## src/rtl/bcd_score_counter.sv

```systemverilog
// rtl/bcd_score_counter.sv - packed-BCD score counter with saturate/wrap overflow and high-score tracking
//
// Purpose:
//   Holds a DIGITS-digit packed BCD score that is adjusted once per cycle by a
//   signed delta in -9..+9. The delta is built from an add request and a
//   subtract request, and both may be active in the same cycle. The counter
//   also keeps the highest score seen since reset.
//
// Parameters:
//   DIGITS    number of BCD digits (1..8)
//   SATURATE  1 = clamp at all nines on overflow, 0 = wrap modulo 10^DIGITS
//
// Ports:
//   clk       in   system clock, rising edge
//   reset     in   synchronous active-high reset (clears score and high)
//   clear     in   synchronous clear of the score only (high is kept)
//   add_en    in   apply add_val this cycle
//   add_val   in   [3:0] amount to add, 10..15 treated as 9
//   sub_en    in   apply sub_val this cycle
//   sub_val   in   [3:0] amount to subtract, 10..15 treated as 9
//   score     out  [4*DIGITS-1:0] current score, digit 0 in [3:0]
//   high      out  [4*DIGITS-1:0] highest score since reset
//   ovf       out  one-cycle pulse, last update went above all nines
//   unf       out  one-cycle pulse, last update went below zero
//   new_high  out  one-cycle pulse, high changed on the last edge
//   at_max    out  level, score is all nines

module bcd_score_counter #(
  parameter int DIGITS   = 3,
  parameter bit SATURATE = 1'b1
) (
  input  logic                  clk,
  input  logic                  reset,
  input  logic                  clear,
  input  logic                  add_en,
  input  logic [3:0]            add_val,
  input  logic                  sub_en,
  input  logic [3:0]            sub_val,
  output logic [4*DIGITS-1:0]   score,
  output logic [4*DIGITS-1:0]   high,
  output logic                  ovf,
  output logic                  unf,
  output logic                  new_high,
  output logic                  at_max
);

  localparam int              W         = 4 * DIGITS;
  localparam logic [W-1:0]    ALL_NINES = {DIGITS{4'h9}};

  logic [W-1:0]  r_score;
  logic [W-1:0]  r_high;
  logic          r_ovf;
  logic          r_unf;
  logic          r_new_high;

  // ---------------------------------------------------------------------------
  // Net delta: sign plus magnitude (0..9)
  // ---------------------------------------------------------------------------
  logic [3:0]  w_add_mag;
  logic [3:0]  w_sub_mag;
  logic [4:0]  w_net;
  logic        w_neg;
  logic [3:0]  w_mag;

  assign w_add_mag = !add_en ? 4'd0 : ((add_val > 4'd9) ? 4'd9 : add_val);
  assign w_sub_mag = !sub_en ? 4'd0 : ((sub_val > 4'd9) ? 4'd9 : sub_val);

  // 5-bit two's complement difference; bit 4 is the sign.
  assign w_net = {1'b0, w_add_mag} - {1'b0, w_sub_mag};
  assign w_neg = w_net[4];
  // Magnitude fits in 4 bits, so negating the low nibble is sufficient.
  assign w_mag = w_neg ? (4'd0 - w_net[3:0]) : w_net[3:0];

  // ---------------------------------------------------------------------------
  // Decimal ripple chains. Both are evaluated every cycle and the sign picks
  // one. Digit 0 takes the full magnitude, and every higher digit takes only
  // the carry or borrow from the digit below it.
  // ---------------------------------------------------------------------------
  logic [W-1:0]    w_sum;
  logic [W-1:0]    w_diff;
  logic [DIGITS:1] w_carry;
  logic [DIGITS:1] w_borrow;

  genvar gi;
  generate
    for (gi = 0; gi < DIGITS; gi++) begin : g_digit
      logic [3:0] w_digit;
      logic [3:0] w_add_in;
      logic [3:0] w_sub_in;
      logic [4:0] w_s5;
      logic [4:0] w_d5;

      assign w_digit = r_score[4*gi +: 4];

      if (gi == 0) begin : g_lsd
        assign w_add_in = w_mag;
        assign w_sub_in = w_mag;
      end else begin : g_upper
        assign w_add_in = {3'b000, w_carry[gi]};
        assign w_sub_in = {3'b000, w_borrow[gi]};
      end

      // The sum is at most 9 + 9 = 18. At 10 or more, subtracting 10 is the
      // same as adding 6 modulo 16 on the low nibble.
      assign w_s5            = {1'b0, w_digit} + {1'b0, w_add_in};
      assign w_carry[gi+1]   = (w_s5 >= 5'd10);
      assign w_sum[4*gi +: 4] = w_carry[gi+1] ? (w_s5[3:0] + 4'd6) : w_s5[3:0];

      // A negative difference wraps in 5 bits. Adding 10 to the low nibble
      // restores the decimal digit.
      assign w_d5             = {1'b0, w_digit} - {1'b0, w_sub_in};
      assign w_borrow[gi+1]   = w_d5[4];
      assign w_diff[4*gi +: 4] = w_borrow[gi+1] ? (w_d5[3:0] + 4'd10) : w_d5[3:0];
    end
  endgenerate

  // ---------------------------------------------------------------------------
  // Next score and event flags
  // ---------------------------------------------------------------------------
  logic [W-1:0] w_next_score;
  logic         w_ovf;
  logic         w_unf;
  logic         w_beats_high;

  always_comb begin
    w_next_score = r_score;
    w_ovf        = 1'b0;
    w_unf        = 1'b0;
    if (w_mag != 4'd0) begin
      if (!w_neg) begin
        if (w_carry[DIGITS]) begin
          w_ovf        = 1'b1;
          // In wrap mode the ripple result already equals the sum mod 10^DIGITS.
          w_next_score = SATURATE ? ALL_NINES : w_sum;
        end else begin
          w_next_score = w_sum;
        end
      end else begin
        if (w_borrow[DIGITS]) begin
          w_unf        = 1'b1;
          w_next_score = '0;
        end else begin
          w_next_score = w_diff;
        end
      end
    end
  end

  // Valid packed BCD has the same order as an unsigned binary number, so a
  // plain vector compare gives the decimal comparison.
  assign w_beats_high = (w_next_score > r_high);

  // ---------------------------------------------------------------------------
  // State
  // ---------------------------------------------------------------------------
  always_ff @(posedge clk) begin
    if (reset) begin
      r_score    <= '0;
      r_high     <= '0;
      r_ovf      <= 1'b0;
      r_unf      <= 1'b0;
      r_new_high <= 1'b0;
    end else if (clear) begin
      r_score    <= '0;
      r_ovf      <= 1'b0;
      r_unf      <= 1'b0;
      r_new_high <= 1'b0;
    end else begin
      r_score    <= w_next_score;
      r_ovf      <= w_ovf;
      r_unf      <= w_unf;
      r_new_high <= w_beats_high;
      if (w_beats_high) begin
        r_high <= w_next_score;
      end
    end
  end

  assign score    = r_score;
  assign high     = r_high;
  assign ovf      = r_ovf;
  assign unf      = r_unf;
  assign new_high = r_new_high;
  assign at_max   = (r_score == ALL_NINES);

endmodule

```

## config.mk

```make
export PLATFORM = sky130hd
export DESIGN_NAME = bcd_score_counter
export DESIGN_NICKNAME = d
export VERILOG_FILES = /design/src/rtl/bcd_score_counter.sv
export SDC_FILE = /design/constraint.sdc
export NUM_CORES = 1
export LEC_CHECK = 0
export ABC_AREA = 1
export CORE_MARGIN = 5
export CORE_UTILIZATION = 45
export DETAILED_ROUTE_END_ITERATION = 16
export GPL_TIMING_DRIVEN = 1
export HOLD_SLACK_MARGIN = 0.12
export PLACE_DENSITY = 0.71
export SYNTH_ARGS = -nofsm -noshare
export SYNTH_HDL_FRONTEND = slang
export SYNTH_SLANG_ARGS = --single-unit
```

## constraint.sdc

```tcl
create_clock -name clk -period 8.75 [get_ports clk]
set_input_delay 2.1875 -clock clk [delete_from_list [all_inputs] [get_ports clk]]
set_output_delay 2.1875 -clock clk [all_outputs]
set_load 0.03 [all_outputs]
```

Yosys cells after proc, flatten, opt, wreduce, memory -nomap -nowiden
Index checks and enable logic that the tools add are counted.
- $add $sub $neg: 12
- magnitude comparators: 6
- eq/ne operators: 1
- multiplexer cells: 15
- bitwise operators: 3
- reductions and logical operators: 5
- operator list (cell ; number):
    two-way mux 12 bit ; 4
    two-way mux 4 bit ; 9
    greater-or-equal comparator 5 x 4 -> 1 bit (second input constant) ; 3
    equality test 12 bit (second input constant) ; 1
    > comparator 12 bit ; 1
    adder 4 x 1 -> 5 bit ; 2
    subtractor 4 x 1 -> 5 bit ; 2
    subtractor 4 x 4 -> 5 bit ; 2
    adder 4 x 3 -> 4 bit (second input constant) ; 2
    adder 4 bit (second input constant) ; 2
    > comparator 4 bit (second input constant) ; 2
    OR reduction 4 bit ; 2
    adder 4 x 4 -> 5 bit ; 1
    nonzero test 4 bit ; 1
    subtractor 1 x 4 -> 4 bit (first input constant) ; 1
    inverter 1 bit ; 3
    two-way mux 1 bit ; 2
    AND reduction 2 bit ; 1
    OR reduction 2 bit ; 1
- register bits after elaboration: 27
- bits of input ports: 13
- output and inout port bits: 28
- logic and storage cells: 47

Logic depth before layout (Yosys ltp)
- depth in word-level cells: 17
- gate-level depth with buffers: 50
- mapped depth without buffers: 50

Worst setup path before layout
Ideal clock, no wire load.
- path kind: in2reg
- start: input port add_val[2]
- end: register r_high[11], in the netlist high[11]
- setup time: 0.109 ns
- data arrival time: 8.406 ns
- data required time: 8.641 ns
- path slack: 0.235 ns
- stages: 47
- buffers on the path: 1
- cells stage by stage: o21a_1 o21ai_0 ha_1 inv_1 fa_1 inv_1 ha_1 nand4_1 nand2_1 inv_1 fa_1 inv_1 nand2_1 and2_1 ha_1 nand2_1 nand3_1 nand2_1 [... 11 more ...] nand2_1 nor2_2 nand2_1 nand2_1 nand2_2 o21ai_2 inv_1 ha_1 nand2_1 nor2_1 nand2_1 a21oi_1 nor2_1 nor2_2 buf_2 nand3_1 nand2_1 inv_1
- longest elaborated chain between the ends: 17
- elaborated cells on any way between the ends: 30
- those cells by class: add/sub (12); order compare (5); mux (11); reduce/logical (2)
- ends and longest elaborated chain (element ; line ; source):
    start, declared ; 36 ; input logic [3:0] add_val,
    > comparator 4 bit ; 65 ; assign w_add_mag = !add_en ? 4'd0 : ((add_val > 4'd9) ? 4'd9 : add_val);
    two-way mux 4 bit (*) (2 in a row) ; 65 ;
    subtractor 4 x 4 -> 5 bit (*) ; 69 ; assign w_net = {1'b0, w_add_mag} - {1'b0, w_sub_mag};
    subtractor 1 x 4 -> 4 bit ; 72 ; assign w_mag = w_neg ? (4'd0 - w_net[3:0]) : w_net[3:0];
    two-way mux 4 bit ; 72 ;
    adder 4 x 4 -> 5 bit ; 105 ; assign w_s5 = {1'b0, w_digit} + {1'b0, w_add_in};
    greater-or-equal comparator 5 x 4 -> 1 bit ; 106 ; assign w_carry[gi+1] = (w_s5 >= 5'd10);
    adder 4 x 1 -> 5 bit ; 105 ;
    greater-or-equal comparator 5 x 4 -> 1 bit ; 106 ;
    adder 4 x 1 -> 5 bit ; 105 ;
    greater-or-equal comparator 5 x 4 -> 1 bit ; 106 ;
    two-way mux 12 bit ; 131 ; if (w_carry[DIGITS]) begin
    two-way mux 12 bit ; 130 ; if (!w_neg) begin
    two-way mux 12 bit (*) ; 129 ; if (w_mag != 4'd0) begin
    named net w_next_score[8] ; 120 ; logic [W-1:0] w_next_score;
    > comparator 12 bit (*) ; 151 ; assign w_beats_high = (w_next_score > r_high);
    AND reduction 2 bit (no line) (*) ; n/a ;
    end signal, assigned ; 174 ; r_high <= w_next_score;
    end, declared ; 51 ; logic [W-1:0] r_high;
Mark *: on every way through the listed nets, which the timed path passes. The rest lies on a longest branch.
A chain may end at the register's enable or synchronous reset.

Worst setup path after layout
- start: input port add_en
- end: register r_high[10], in the netlist high[10]
- longest elaborated chain between the ends: 15
- elaborated cells on any way between the ends: 28
- those cells by class: add/sub (12); order compare (4); mux (10); reduce/logical (2)
- ends and longest elaborated chain (element ; line ; source):
    start, declared ; 35 ; input logic add_en,
    two-way mux 4 bit (*) ; 65 ;
    subtractor 4 x 4 -> 5 bit (*) ; 69 ;
    subtractor 1 x 4 -> 4 bit ; 72 ;
    two-way mux 4 bit ; 72 ;
    adder 4 x 4 -> 5 bit ; 105 ;
    greater-or-equal comparator 5 x 4 -> 1 bit ; 106 ;
    adder 4 x 1 -> 5 bit ; 105 ;
    greater-or-equal comparator 5 x 4 -> 1 bit ; 106 ;
    adder 4 x 1 -> 5 bit ; 105 ;
    greater-or-equal comparator 5 x 4 -> 1 bit ; 106 ;
    two-way mux 12 bit ; 131 ;
    two-way mux 12 bit ; 130 ;
    two-way mux 12 bit (*) ; 129 ;
    named net w_next_score[4] ; 120 ;
    > comparator 12 bit (*) ; 151 ;
    AND reduction 2 bit (no line) (*) ; n/a ;
Marked as above.

==> metrics.txt <==
Die Width=89.11 µm; routed len/inst=13.42 µm; Top Ports=41; measured slew at the worst slew-check pin=0.4385 ns; Detailed Route WL=8001 µm; DR vias/cell=4.993; overall power=between 1000 and 1500 µW; Worst Setup End Kind=register; Synth Cell Area=about 2800 µm²; share of cells above drive strength 1=23.80%; clock slew at reported path FFs=0.10 ns; end point of the worst hold path=high[6]$_SDFFE_PP0P_; site row count=28; largest stage delay on the critical path=0.58 ns; First DRT Iteration DRCs=140; HP Class=register to register; Switching Power=approximately 760 µW; initial antenna violation count=0; clk_skew=0.004551 ns; reg2reg start=score[0]$_SDFF_PP0_; largest fanout on the critical path=7; vias in the first global route=2,914; worst hold path depth=2; Worst VDD drop=about 0.26 mV; CTS tree=yes; outcome=finished, final reports clean; Yosys warning count=0; Reg power frac=13.3%; CP max-delay cell=fa_2; register area share after synthesis=between 10% and 20%; Hold Crit Start=high[6]$_SDFFE_PP0P_; cts bufs inserted=3; Final nets=576; part of the cycle the worst path needs=94.91%; final hold violation count=0; hold slack=0.5706 ns; Layout fillers=a little over 500; Crit path arrival time=8.53 ns; Main synth FF type=dfxtp_1; count of input and output buffers=40; Avg Cell Area, Syn=6.505 µm²; P_int=723.7 µW; final setup vio count=0; Pwr Density=381.9 nW/µm²; WS Path Type=input port to register; Static Leak=0.002035 µW; Diodes inserted=0; hold_buf cts=0; fmax=120.4 MHz; sw frac=approximately half; post-layout instance area=3897 µm²; post-route minimum period=roughly 8.3 ns; CTS Sinks=27; final routed DRC violation total=0; largest net degree at the start of global routing=17; Root Buffer=clkbuf_8; post-synth top area cell=dfxtp_1; largest cells by area after synthesis=dfxtp_1 19%, ha_1 17%, nand2_1 14%; total grt overflow=0; ys async rst share=0%; Worst slew margin=70.68%; Comb power frac=81.8%; Clk Latency, worst-skew pair=around 0.28 ns; CP startpoint kind=input port; synthesis-to-finish area growth=38.38%; Post-synth EDFFs=0; clock tree buffer depth=2; Final ANT Viol Nets=0; R2R cell count=38; core outline area=5991 µm²; via count=2,976; max-slew violation count=0; Post-Syn Nets=a little under 500; Synth Instances=between 400 and 500; # Max-Cap Violations=0; Die Y=89.11 µm; Reg2Reg Setup Slack=3.50 ns; dpl cell area=between 3000 and 4000 µm²; first-pass GRT wire length=12,810 µm; initial core utilization=47.01%; CP required=between 8 and 9 ns; H-Tree Depth=1; power share of the clock group=~4.9%; GRT Total Usage=19.95%; die area=7941 µm²; DR pass1 iterations=4; Cell variety after synth=33; reg-to-reg endpoint=high[10]$_SDFFE_PP0P_; CP dominant cell by count=nand2_1; synthesized flop and latch total=27; DP HPWL=6158 µm; Synth top area share=19.19%; placer congestion estimate=0.9126
==> cells in the mapped netlist, types with 4 or more instances <==
library cell,count
nor2_1,31
inv_1,74
nand3_2,6
o21ai_2,4
xor2_1,6
nand2_2,10
nand3_1,42
o21ai_0,15
a21oi_1,26
ha_1,38
nand4_1,7
nand2_1,108
dfxtp_1,27
==> worst max-delay path by stage <==
| stage | cells past startpoint | endpoint | start | slack [ns] |
|---|---|---|---|---|
| 2_1_floorplan | 47 | high[11]$_SDFFE_PP0P_ | add_val[2] | 0.23 |
| 3_3_place_gp | 46 | high[9]$_SDFFE_PP0P_ | add_val[2] | -0.14 |
| 3_5_place_dp | 44 | high[2]$_SDFFE_PP0P_ | add_val[2] | -0.42 |
| 4_1_cts | 49 | high[11]$_SDFFE_PP0P_ | sub_en | 0.004 |
| 5_1_grt | 48 | high[10]$_SDFFE_PP0P_ | add_en | -0.04 |
| 6_report | 46 | high[10]$_SDFFE_PP0P_ | add_en | 0.45 |
==> worst max-delay path, delay by kind of cell <==
| kind | cells | cell delay [ns] |
|---|---|---|
| buffers and inverters | 8 | 0.90 |
| and+or+nand+nor | 25 | 2.39 |
| AOI/OAI and AO/OA | 4 | 0.44 |
| adders and majority gates | 9 | 2.60 |
==> routing by layer <==
| layer | share of wire (%) | wire length [µm] | vias up | global-route usage [%] |
|---|---|---|---|---|
| met5 | 0 | 0 | - | 0 |
| met4 | 1.4 | 116 | 0 | 5.548 |
| met3 | 3.7 | 300 | 15 | 1.843 |
| met2 | 47 | 3736 | 76 | 33.02 |
| met1 | 48 | 3847 | 1318 | 27.66 |
| li1 | - | - | 1567 | - |
==> what timing repair did <==
action | 4_1_cts | 5_1_grt
gates resized for setup | 10 | 48
buffers inserted | 1 | 8
pin swaps | 1 | 30
endpoints found under the setup margin | 13 | 13
cloned | 0 | 1
==> final cells by class <==
| cell class | count | area (µm²) | share of cell area, % |
|---|---|---|---|
| multi-input cells | 322 | 2115 | 54.25 |
| repair buffers | 91 | 810.8 | 20.80 |
| flip-flops and latches | 27 | 540.5 | 13.87 |
| inverters | 77 | 289.0 | 7.416 |
| well taps | 75 | 93.84 | 2.408 |
| clock buffers | 3 | 41.29 | 1.059 |
| clock inverters | 1 | 7.507 | 0.1926 |
==> cell families after synthesis <==
kind of cell,after synthesis,synth area share [%]
AO/OA/AOI/OAI,54,11.19
XOR/XNOR,7,2.177
adder cells (fa/ha/maj),41,19.01
buffers and inverters,84,12.39
flip-flops,27,19.19
AND/OR/NAND/NOR,220,36.03
==> sequential cells by signal, indices dropped and copies added (netlist names) <==
name / count
high: 12
new_high: 1
ovf: 1
score: 12
unf: 1
==> through the flow <==
| stage | util [%] | instances | worst slack, ns | TNS (ns) |
|---|---|---|---|---|
| global placement | 59.40 | 582 | -0.1383 | -1.639 |
| floorplan | - | 433 | 0.2347 | 0 |
| global route | 65.06 | 596 | -0.03560 | -0.1270 |
| detailed placement | 59.40 | 582 | -0.4246 | -5.245 |
| CTS | 60.74 | 587 | 0.003801 | 0 |
| finish | 65.06 | 596 | 0.4450 | 0 |
==> power by group through the flow <==
stage          Sequential, µW  Clock, µW  Combinational, µW
2_1_floorplan             248          0                651
3_3_place_gp              196          0               1040
3_5_place_dp              196          0               1070
4_1_cts                   194       75.3               1100
5_1_grt                   203       80.0               1350
6_report                  198       73.2               1220
==> cells in the final DEF, fill, tap and decap left out, types with 2 or more instances in the layout <==
master / instances
nand2_1: 101
inv_1: 69
buf_4: 48
nand3_1: 39
clkdlybuf4s50_1: 31
ha_1: 30
nor2_1: 29
dfxtp_1: 27
a21oi_1: 21
nand2_2: 15
o21ai_0: 12
dlymetal6s2s_1: 9
inv_2: 8
nand3_2: 8
a21oi_2: 8
nand4_1: 7
ha_4: 7
xor2_1: 6
o21ai_2: 6
nor2_2: 4
nor2_4: 3
nand2_4: 3
nor3_1: 3
clkbuf_8: 3
nand3b_1: 2
o21a_1: 2
nor3b_1: 2
fa_1: 2
buf_6: 2
Note: power is estimated with default switching activity, not from simulation.
